`src/rtl/logic_gate_pkg.sv`:
```
// Shared definitions for the logic gate unit: op codes, sweep FSM states
// and the truth word a correct gate core produces.
package logic_gate_pkg;

  localparam logic [2:0] OP_AND  = 3'd0;
  localparam logic [2:0] OP_NAND = 3'd1;
  localparam logic [2:0] OP_OR   = 3'd2;
  localparam logic [2:0] OP_NOR  = 3'd3;
  localparam logic [2:0] OP_XOR  = 3'd4;
  localparam logic [2:0] OP_XNOR = 3'd5;
  localparam logic [2:0] OP_NOT  = 3'd6;
  localparam logic [2:0] OP_BUF  = 3'd7;

  typedef enum logic [1:0] {
    ST_IDLE  = 2'd0,
    ST_SWEEP = 2'd1,
    ST_DONE  = 2'd2
  } state_t;

  // Truth word for ops 7..0, one nibble per op, bit index {a,b}.
  localparam logic [31:0] TT_EXPECT = 32'hC3961E78;

endpackage

```
`src/rtl/gate_core.sv`:
```
// Combinational bitwise gate: applies one of eight 2-input functions
// independently to every bit of the operands.
module gate_core
  import logic_gate_pkg::*;
#(
  parameter int WIDTH = 8
) (
  input  logic [2:0]       op,
  input  logic [WIDTH-1:0] a,
  input  logic [WIDTH-1:0] b,
  output logic [WIDTH-1:0] y
);

  // Function select; ops NOT and BUF look only at operand a.
  always_comb begin
    y = '0;
    case (op)
      OP_AND:  y = a & b;
      OP_NAND: y = ~(a & b);
      OP_OR:   y = a | b;
      OP_NOR:  y = ~(a | b);
      OP_XOR:  y = a ^ b;
      OP_XNOR: y = ~(a ^ b);
      OP_NOT:  y = ~a;
      OP_BUF:  y = a;
      default: y = '0;
    endcase
  end

endmodule

```
`src/rtl/logic_gate_unit.sv`:
```
// Registered multi-function gate unit with valid/ready handshake and a
// built-in truth-table sweep that exercises the shared gate core.
module logic_gate_unit
  import logic_gate_pkg::*;
#(
  parameter int WIDTH = 8
) (
  input  logic             clk,
  input  logic             rst,
  input  logic             in_valid,
  output logic             in_ready,
  input  logic [2:0]       op,
  input  logic [WIDTH-1:0] a,
  input  logic [WIDTH-1:0] b,
  output logic             out_valid,
  input  logic             out_ready,
  output logic [WIDTH-1:0] y,
  input  logic             start,
  output logic             busy,
  output logic             done,
  output logic [31:0]      tt
);

  state_t           state, state_nxt;
  logic [4:0]       idx;
  logic             accept;
  logic             start_go;
  logic             sweeping;
  logic [2:0]       core_op;
  logic [WIDTH-1:0] core_a;
  logic [WIDTH-1:0] core_b;
  logic [WIDTH-1:0] core_y;
  logic             vld_p1;
  logic [WIDTH-1:0] y_p1;

  assign sweeping  = (state == ST_SWEEP);
  assign in_ready  = (state == ST_IDLE) && (!vld_p1 || out_ready);
  assign accept    = in_valid && in_ready;
  // A sweep may only start from an empty output stage, and never in the
  // same cycle a beat is taken, so the two users of the core never collide.
  assign start_go  = (state == ST_IDLE) && start && !vld_p1 && !accept;

  // The sweep generator owns the core while sweeping.
  assign core_op = sweeping ? idx[4:2] : op;
  assign core_a  = sweeping ? {WIDTH{idx[1]}} : a;
  assign core_b  = sweeping ? {WIDTH{idx[0]}} : b;

  gate_core #(.WIDTH(WIDTH)) u_core (
    .op (core_op),
    .a  (core_a),
    .b  (core_b),
    .y  (core_y)
  );

  // Sweep FSM state register.
  always_ff @(posedge clk) begin
    if (rst) state <= ST_IDLE;
    else     state <= state_nxt;
  end

  // Sweep FSM next-state and status outputs.
  always_comb begin
    state_nxt = state;
    busy      = 1'b0;
    done      = 1'b0;
    case (state)
      ST_IDLE: begin
        if (start_go) state_nxt = ST_SWEEP;
      end
      ST_SWEEP: begin
        busy = 1'b1;
        if (idx == 5'd31) state_nxt = ST_DONE;
      end
      ST_DONE: begin
        done      = 1'b1;
        state_nxt = ST_IDLE;
      end
      default: state_nxt = ST_IDLE;
    endcase
  end

  // Sweep index and truth-word capture; tt holds between sweeps.
  always_ff @(posedge clk) begin
    if (rst) begin
      tt  <= '0;
      idx <= '0;
    end else if (start_go) begin
      tt  <= '0;
      idx <= '0;
    end else if (sweeping) begin
      tt[idx] <= core_y[0];
      idx     <= idx + 5'd1;
    end
  end

  // ---- stage p1: registered result ----
  // Output register: load on accept, otherwise drain on consume.
  always_ff @(posedge clk) begin
    if (rst) begin
      vld_p1 <= 1'b0;
      y_p1   <= '0;
    end else if (accept) begin
      vld_p1 <= 1'b1;
      y_p1   <= core_y;
    end else if (vld_p1 && out_ready) begin
      vld_p1 <= 1'b0;
    end
  end

  assign out_valid = vld_p1;
  assign y         = y_p1;

endmodule

```
`config.mk`:
```
export PLATFORM = sky130hd
export DESIGN_NAME = logic_gate_unit
export DESIGN_NICKNAME = d
export VERILOG_FILES = /design/src/rtl/logic_gate_pkg.sv /design/src/rtl/gate_core.sv /design/src/rtl/logic_gate_unit.sv
export SDC_FILE = /design/constraint.sdc
export NUM_CORES = 1
export LEC_CHECK = 0
export ABC_AREA = 0
export CAP_MARGIN = 30
export CORE_ASPECT_RATIO = 1.75
export CORE_MARGIN = 1
export CORE_UTILIZATION = 47
export CTS_BUF_LIST = sky130_fd_sc_hd__clkbuf_8 sky130_fd_sc_hd__clkbuf_16
export CTS_CLUSTER_SIZE = 8
export DETAILED_ROUTE_END_ITERATION = 10
export PLACE_DENSITY = 0.89
export SYNTH_ARGS = -nofsm -noshare
export SYNTH_HDL_FRONTEND = slang
export SYNTH_SLANG_ARGS = --single-unit
```
`constraint.sdc`:
```
create_clock -name clk -period 2.6 [get_ports clk]
set_clock_uncertainty 0.2 [all_clocks]
set_input_delay 0.39 -clock clk [delete_from_list [all_inputs] [get_ports clk]]
set_output_delay 0.39 -clock clk [all_outputs]
set_load 0.1 [all_outputs]
```
==> summary.md, run 1 <==
| Metric | Value |
|---|---|
| Synth Area in Compound Gates | 0.295 |
| Synth Area in Simple Gates | 0.180 |
| Die ar. | 7150 sq um |
| Post-layout net count | 528 |
| Number of global-route vias before repair | 3323 |
| Final min period | 2.49 ns |
| Main synth FF type | dfxtp_1 |
| Worst EP arrival | 2.50 ns |
| H-tree Lvls | 2 |
| Area grow syn2layout | 33.2% |
| FF-to-FF End | y[0] |
| Hold WC Path Type | reg2reg |
| Die H | 111 um |
| Initial Util | 0.489 |
| CP Capture Type | flip-flop |
| Int Power | 1500 uW |
| Post-Layout Cell Count | 566 |
| CTS Sinks | 48 |
| Initial antenna violation count | 0 |
| IO Count | 68 |
| Placed cell area | 4020 sq um |
| Total power | 2200 uW |
| NetSw | 702 uW |
| Core outline area | 6540 sq um |
| DR DRC count | 0 |
| Syn Nets | 445 |
| Power Dens Cells | 518 nW/um^2 |
| Worst R2R Start | state[0] |
| Clock Root Buffer | clkbuf_16 |
| Startpoint types | flip-flop |
| Layout Utilization | 0.651 |
| FF+latch count, synth | 48 |
| Global routing usage on met2 | 0.484 |
| YS warnings | 0 |
| Final Cell Area | 4260 sq um |
| Largest net degree at the start of global routing | 29 |
| Adder-cell share of the synthesized area | 0.0822 |
| Critical path origin | state[0] |
| Post-synthesis xor/xnor area fraction | 0.00822 |
| TritonRoute pass-1 iters | 4 |
| Num CTS Buffers | 5 |
| GRT busiest layer | met2 |
| Most frequent cell after synthesis | dfxtp_1 |
| Worst VDD drop | 0.000359 V |
| Syn_area_per_cell | 7.99 sq um |
| Final setup fails | 0 |
| FF-to-FF path depth | 9 |
| Synthesized area | 3200 sq um |
| Final worst-path cycle share | 0.957 |
| Switching Fraction | 0.319 |
| Clk buf depth | 2 |
| CP bufs+invs | 1 |
| Worst skew pair latency | 0.29 ns |
| Synth area leader | dfxtp_1 |
| Worst hold slack | 0.275 ns |
| Vias per Instance | 5.77 |
| Reg power frac | 0.349 |
| Pleak | 0.00184 uW |
| GRT Total Usage | 0.268 |
| GR Layer Usage met3 | 0.0484 |
| Top area cells in the synthesized netlist | dfxtp_1 30%, ha_1 8.2%, o21ai_0 6.6%, a21oi_1 5.8%, nor2_1 5.2% |
| Final RePlAce weighted congestion | 0.886 |
| Routed len/inst | 16.5 um |
| Max Fclk | 402 MHz |
| Crit path max fanout | 8 |
| Pin slew with the least headroom to its limit | 0.498 ns |
| Clk pwr share | 0.373 |
| RSZ-0062 raised after global routing | false |
| Largest family of logic cells by synthesized area | compound AO/OA/AOI/OAI gates |
| Slew headroom | 0.664 |
| Post-synth EDFFs | 0 |
| Hold depth | 2 |
| M1 GR Usage | 0.270 |
| Reg clk slew, reported paths | 0.07 ns |
| CP max stage cell | dfxtp_2 |
| Worst Hold End | y[1] |
| Post-synth top cells | 48 x dfxtp_1, 44 x nor2_1, 42 x o21ai_0, 37 x a21oi_1, 34 x nand2_1 |
| Status | complete, no violations |
| Final WL | 9350 um |
| Register area share after synthesis | 0.301 |
| HPWL Detailed | 6670 um |
| FP Rows | 39 |
| Buffers on Ports | 67 |
| Mux cell area share after synthesis | 0.0529 |
| Worst reg-to-reg setup slack | 0.11 ns |
| Synth async-reset ratio | 0 |
| Part of the power in combinational logic | 0.278 |
| CP peak stage delay | 0.46 ns |
| Top-area cell type share of the netlist area | 0.301 |
| DRT antenna net count | 0 |
| Via count | 3266 |
| # Max-Cap Violations | 0 |
| Final hold vios | 0 |
| Critical path data required time | 2.62 ns |
| Synth unique cells | 56 |
| Mapped Cells | 400 |
| First-pass GRT wire length | 15100 um |
| Layout cells sized above 1 | 0.246 |
| Chip Width | 64.3 um |
| Worst path cell trace | nand2b_4, a21oi_4, inv_1, ha_1, nand2b_1, a21oi_1, o32ai_2, or3b_1, o211ai_1 |
| Inst Count DP | 556 |
| # diodes | 0 |
| Cell family with most CP delay | compound AO/OA/AOI/OAI gates |
| Hold Startpoint | y[1] |
| # hold bufs at CTS | 0 |
| CTS tree | yes |
| Critical path class | reg2reg |
| DR iter-0 viols | 196 |
| Slew Limit Fails | 0 |
| Total gr overflow | 0 |
==> power groups by stage <==
stage               Clock [uW]  Combinational (uW)  Sequential [uW]
finish                     822                 612              769
global route               851                 650              770
CTS                        828                 601              769
detailed placement           0                 583              786
global placement             0                 566              785
floorplan                    0                 317              897
==> cell usage in the layout, fill, tap and decap left out, types with 7 or more instances in the layout <==
cell type	instances
buf_4	70
o211ai_1	7
nand2b_1	8
o21ai_0	42
ha_1	20
a21oi_2	12
nand2_1	31
inv_1	32
a21oi_1	37
dfxtp_1	45
mux2i_1	7
or3_1	7
clkdlybuf4s50_1	23
nor2_1	44
==> cell families (layout without fill, tap and decap cells) <==
family	after synthesis	in the layout
flip-flops	48	48
AO/OA/AOI/OAI	141	141
AND/OR/NAND/NOR	120	120
buffers and inverters	54	138
XOR/XNOR	3	3
multiplexers	13	13
adder cells (fa/ha/maj)	21	21
==> worst max-delay path by stage <==
| stage | to | slack [ns] | cells after the start |
|---|---|---|---|
| 6_report | y[0] | 0.11 | 9 |
| 5_1_grt | y[0] | 0.04 | 9 |
| 4_1_cts | y[0] | 0.004 | 9 |
| 3_5_place_dp | y[0] | -0.22 | 6 |
| 3_3_place_gp | y[0] | -0.15 | 6 |
| 2_1_floorplan | tt[16] | 0.05 | 13 |
==> state kept, by name (all words and copies together), names as in the netlist <==
signal,count
idx,5
out_valid,1
state,2
tt,32
y,8
==> per-stage QoR <==
stage               TNS, ns  setup WS (ns)
floorplan                 0         0.0464
global placement      -2.13         -0.151
detailed placement    -3.74         -0.224
CTS                       0        0.00435
global route              0         0.0370
finish                    0          0.112
==> area by class of cell <==
| type | instances | area [sq um] |
|---|---|---|
| Sequential cell | 48 | 967 |
| Timing Repair Buffer | 97 | 836 |
| Clock buffer | 6 | 150 |
| Multi-Input combinational cell | 298 | 2030 |
| Fill cell | 542 | 2280 |
| Clock inverter | 2 | 38.8 |
| Inverter | 33 | 126 |
| Tap cell | 82 | 103 |
==> metal layers <==
metal	wire length (um)	share of wire
met2	4970	0.53
met4	429	0.046
met1	3530	0.38
met5	0	0
met3	423	0.045
==> worst reg2reg max path: stages, from the launching register on <==
cell and delay [ns]:
dfxtp_2 0.46, nand2b_4 0.16, a21oi_4 0.23, inv_1 0.10
ha_1 0.26, nand2b_1 0.09, a21oi_1 0.07, o32ai_2 0.34
or3b_1 0.39, o211ai_1 0.10
==> repair_timing <==
| action | CTS | global route |
|---|---|---|
| setup buffers | 2 | 0 |
| endpoints found under the setup margin | 10 | 13 |
| gates resized for setup | 1 | 2 |
| pin swaps | 1 | 0 |
Power figures use the tool's default switching activity.
==> run 2, diff against run 1 <==
--- a/config.mk
+++ b/config.mk
@@ -6,13 +6,13 @@
 export NUM_CORES = 1
 export LEC_CHECK = 0
 export ABC_AREA = 0
-export CAP_MARGIN = 30
 export CORE_ASPECT_RATIO = 1.75
 export CORE_MARGIN = 1
 export CORE_UTILIZATION = 47
 export CTS_BUF_LIST = sky130_fd_sc_hd__clkbuf_8 sky130_fd_sc_hd__clkbuf_16
 export CTS_CLUSTER_SIZE = 8
 export DETAILED_ROUTE_END_ITERATION = 10
+export MAX_ROUTING_LAYER = met4
 export PLACE_DENSITY = 0.89
 export SYNTH_ARGS = -nofsm -noshare
 export SYNTH_HDL_FRONTEND = slang
==> run 2 against run 1 <==
Utilization is the same; clock power is essentially flat; die area is the same; wire length shrank 0.22%; combinational power is essentially flat; sequential power is essentially flat; critical path type unchanged; critical path depth is the same; fmax shrank 0.11%; largest cell class unchanged; final area is the same; global-route usage grew 0.74 points.
==> summary.md, run 2 (synthesis gave the netlist of run 1 again) <==
| Metric | Value |
|---|---|
| Status | complete, no violations (unchanged) |
| Pleak | 0.00184 uW (unchanged) |
| Total gr overflow | 0 (unchanged) |
| Number of global-route vias before repair | 3329 (was 3323) |
| Buffers on Ports | 67 (unchanged) |
| Worst reg-to-reg setup slack | 0.11 ns (about the same) |
| Final RePlAce weighted congestion | 0.901 (was 0.886) |
| Setup TNS | 0 ns (unchanged) |
| Final WL | 9330 um (was 9350 um) |
| Core outline area | 6540 sq um (unchanged) |
| H-tree Lvls | 2 (unchanged) |
| Die H | 111 um (unchanged) |
| Setup ws final | 0.109 ns (was 0.112 ns) |
| Largest net degree at the start of global routing | 29 (unchanged) |
| FP Rows | 39 (unchanged) |
| CTS Sinks | 48 (unchanged) |
| Post-Layout Cell Count | 566 (unchanged) |
| TritonRoute pass-1 iters | 4 (unchanged) |
| Slew headroom | 0.664 (about the same) |
| Worst setup path endpoint | y[0] (unchanged) |
| Worst skew pair latency | 0.30 ns (was 0.29 ns) |
| RSZ-0062 raised after global routing | false (unchanged) |
| Clk buf depth | 2 (unchanged) |
| Initial Util | 0.489 (unchanged) |
| Routed len/inst | 16.5 um (about the same) |
| Chip Width | 64.3 um (unchanged) |
| DR iter-0 viols | 246 (was 196) |
| HPWL Detailed | 6670 um (unchanged) |
| Total power | 2210 uW (was 2200 uW) |
| FF-to-FF End | y[0] (unchanged) |
| CTS tree | yes (unchanged) |
| Crit path max fanout | 8 (unchanged) |
| Max Fclk | 401 MHz (was 402 MHz) |
| Layout cells sized above 1 | 0.246 (unchanged) |
| Startpoint types | flip-flop (unchanged) |
| Worst EP arrival | 2.51 ns (was 2.50 ns) |
| CP Capture Type | flip-flop (unchanged) |
| Critical path origin | state[0] (unchanged) |
| GRT Total Usage | 0.275 (was 0.268) |
| IO Count | 68 (unchanged) |
| Worst VDD drop | 0.000359 V (about the same) |
| Hold WC Path Type | reg2reg (unchanged) |
| Post-layout net count | 528 (unchanged) |
| Reg clk slew, reported paths | 0.07 ns (about the same) |
| Initial antenna violation count | 0 (unchanged) |
| Slew Limit Fails | 0 (unchanged) |
| # diodes | 0 (unchanged) |
| Area grow syn2layout | 33.2% (unchanged) |
| Pin slew with the least headroom to its limit | 0.497 ns (was 0.498 ns) |
| Clock Root Buffer | clkbuf_16 (unchanged) |
| Max reg flops | 32 (unchanged) |
| DRT antenna net count | 0 (unchanged) |
| Final setup fails | 0 (unchanged) |
| Final hold vios | 0 (unchanged) |
| Critical path class | reg2reg (unchanged) |
| DR DRC count | 0 (unchanged) |
| Final min period | 2.49 ns (about the same) |
| Inst Count DP | 556 (unchanged) |
| First-pass GRT wire length | 15100 um (about the same) |
| Power Dens Cells | 518 nW/um^2 (about the same) |
| Critical path data required time | 2.62 ns (about the same) |
| # Max-Cap Violations | 0 (unchanged) |
| Final worst-path cycle share | 0.958 (was 0.957) |
| Vias per Instance | 5.78 (was 5.77) |
| Biggest register | tt (unchanged) |
| Via count | 3270 (was 3266) |
| Num CTS Buffers | 5 (unchanged) |
| Most frequent cells in the layout | 70 x buf_4, 45 x dfxtp_1, 44 x nor2_1 (unchanged) |
| FF-to-FF path depth | 9 (unchanged) |
| Worst hold slack | 0.275 ns (about the same) |
| Most common cell after layout, fill and taps aside | buf_4 (unchanged) |
| Place WS | -0.224 ns (unchanged) |
| Die ar. | 7150 sq um (unchanged) |
| Worst R2R Start | state[0] (unchanged) |
run 2: cell counts in the layout (fill, tap and decap cells not counted):
No cell type changed its count.
run 2: area by class of cell:
class	count	area, sq um
inverters	33	126
multi-input cells	298	2030
fillers	542	2280
clock inverters	2	38.8
repair buffers	97	836
clock buffers	6	150
flip-flops and latches	48	967
well taps	82	103
run 2: layer usage:
| metal | share of wire | track usage | routed length (um) | up-vias |
|---|---|---|---|---|
| li1 | - | - | - | 1564 |
| met1 | 0.37 | 0.270 | 3460 | 1528 |
| met2 | 0.53 | 0.484 | 4990 | 138 |
| met3 | 0.049 | 0.0473 | 453 | 40 |
| met4 | 0.046 | 0.175 | 429 | 0 |
| met5 | 0 | - | 0 | - |
run 2: report_power, final:
group / internal (uW) / total [uW] / switching [uW]
clock: 517 / 825 / 309
combinational: 231 / 611 / 380
sequential: 753 / 769 / 16.2
total: 1500 / 2210 / 705
run 2: worst min-delay path by stage:
stage	slack (ns)	from	cells past startpoint	end
floorplan	0.25	rst	1	out_valid
global placement	0.25	y[1]	2	y[1]
detailed placement	0.26	y[1]	2	y[1]
CTS	0.28	y[1]	2	y[1]
global route	0.32	state[1]	1	state[0]
finish	0.28	y[1]	2	y[1]
run 2: worst max-delay path: stages, from the launching register on:
cell	delay, ns
dfxtp_2	0.46
nand2b_4	0.16
a21oi_4	0.23
inv_1	0.10
ha_1	0.27
nand2b_1	0.10
a21oi_1	0.07
o32ai_2	0.34
or3b_1	0.39
o211ai_1	0.10
run 2: metrics by stage:
| stage | util | instance area, sq um |
|---|---|---|
| after floorplan | - | 3270 |
| after global placement | 0.615 | 4020 |
| after detailed placement | 0.615 | 4020 |
| after CTS | 0.648 | 4240 |
| after global routing | 0.651 | 4260 |
| final | 0.651 | 4260 |
run 2: repair_timing:
item                                    4_1_cts  5_1_grt
buffers inserted                              2        0
resized for setup                             1        2
pin swaps                                     1        0
hold buffers                                  0        0
endpoints found under the setup margin       10       13
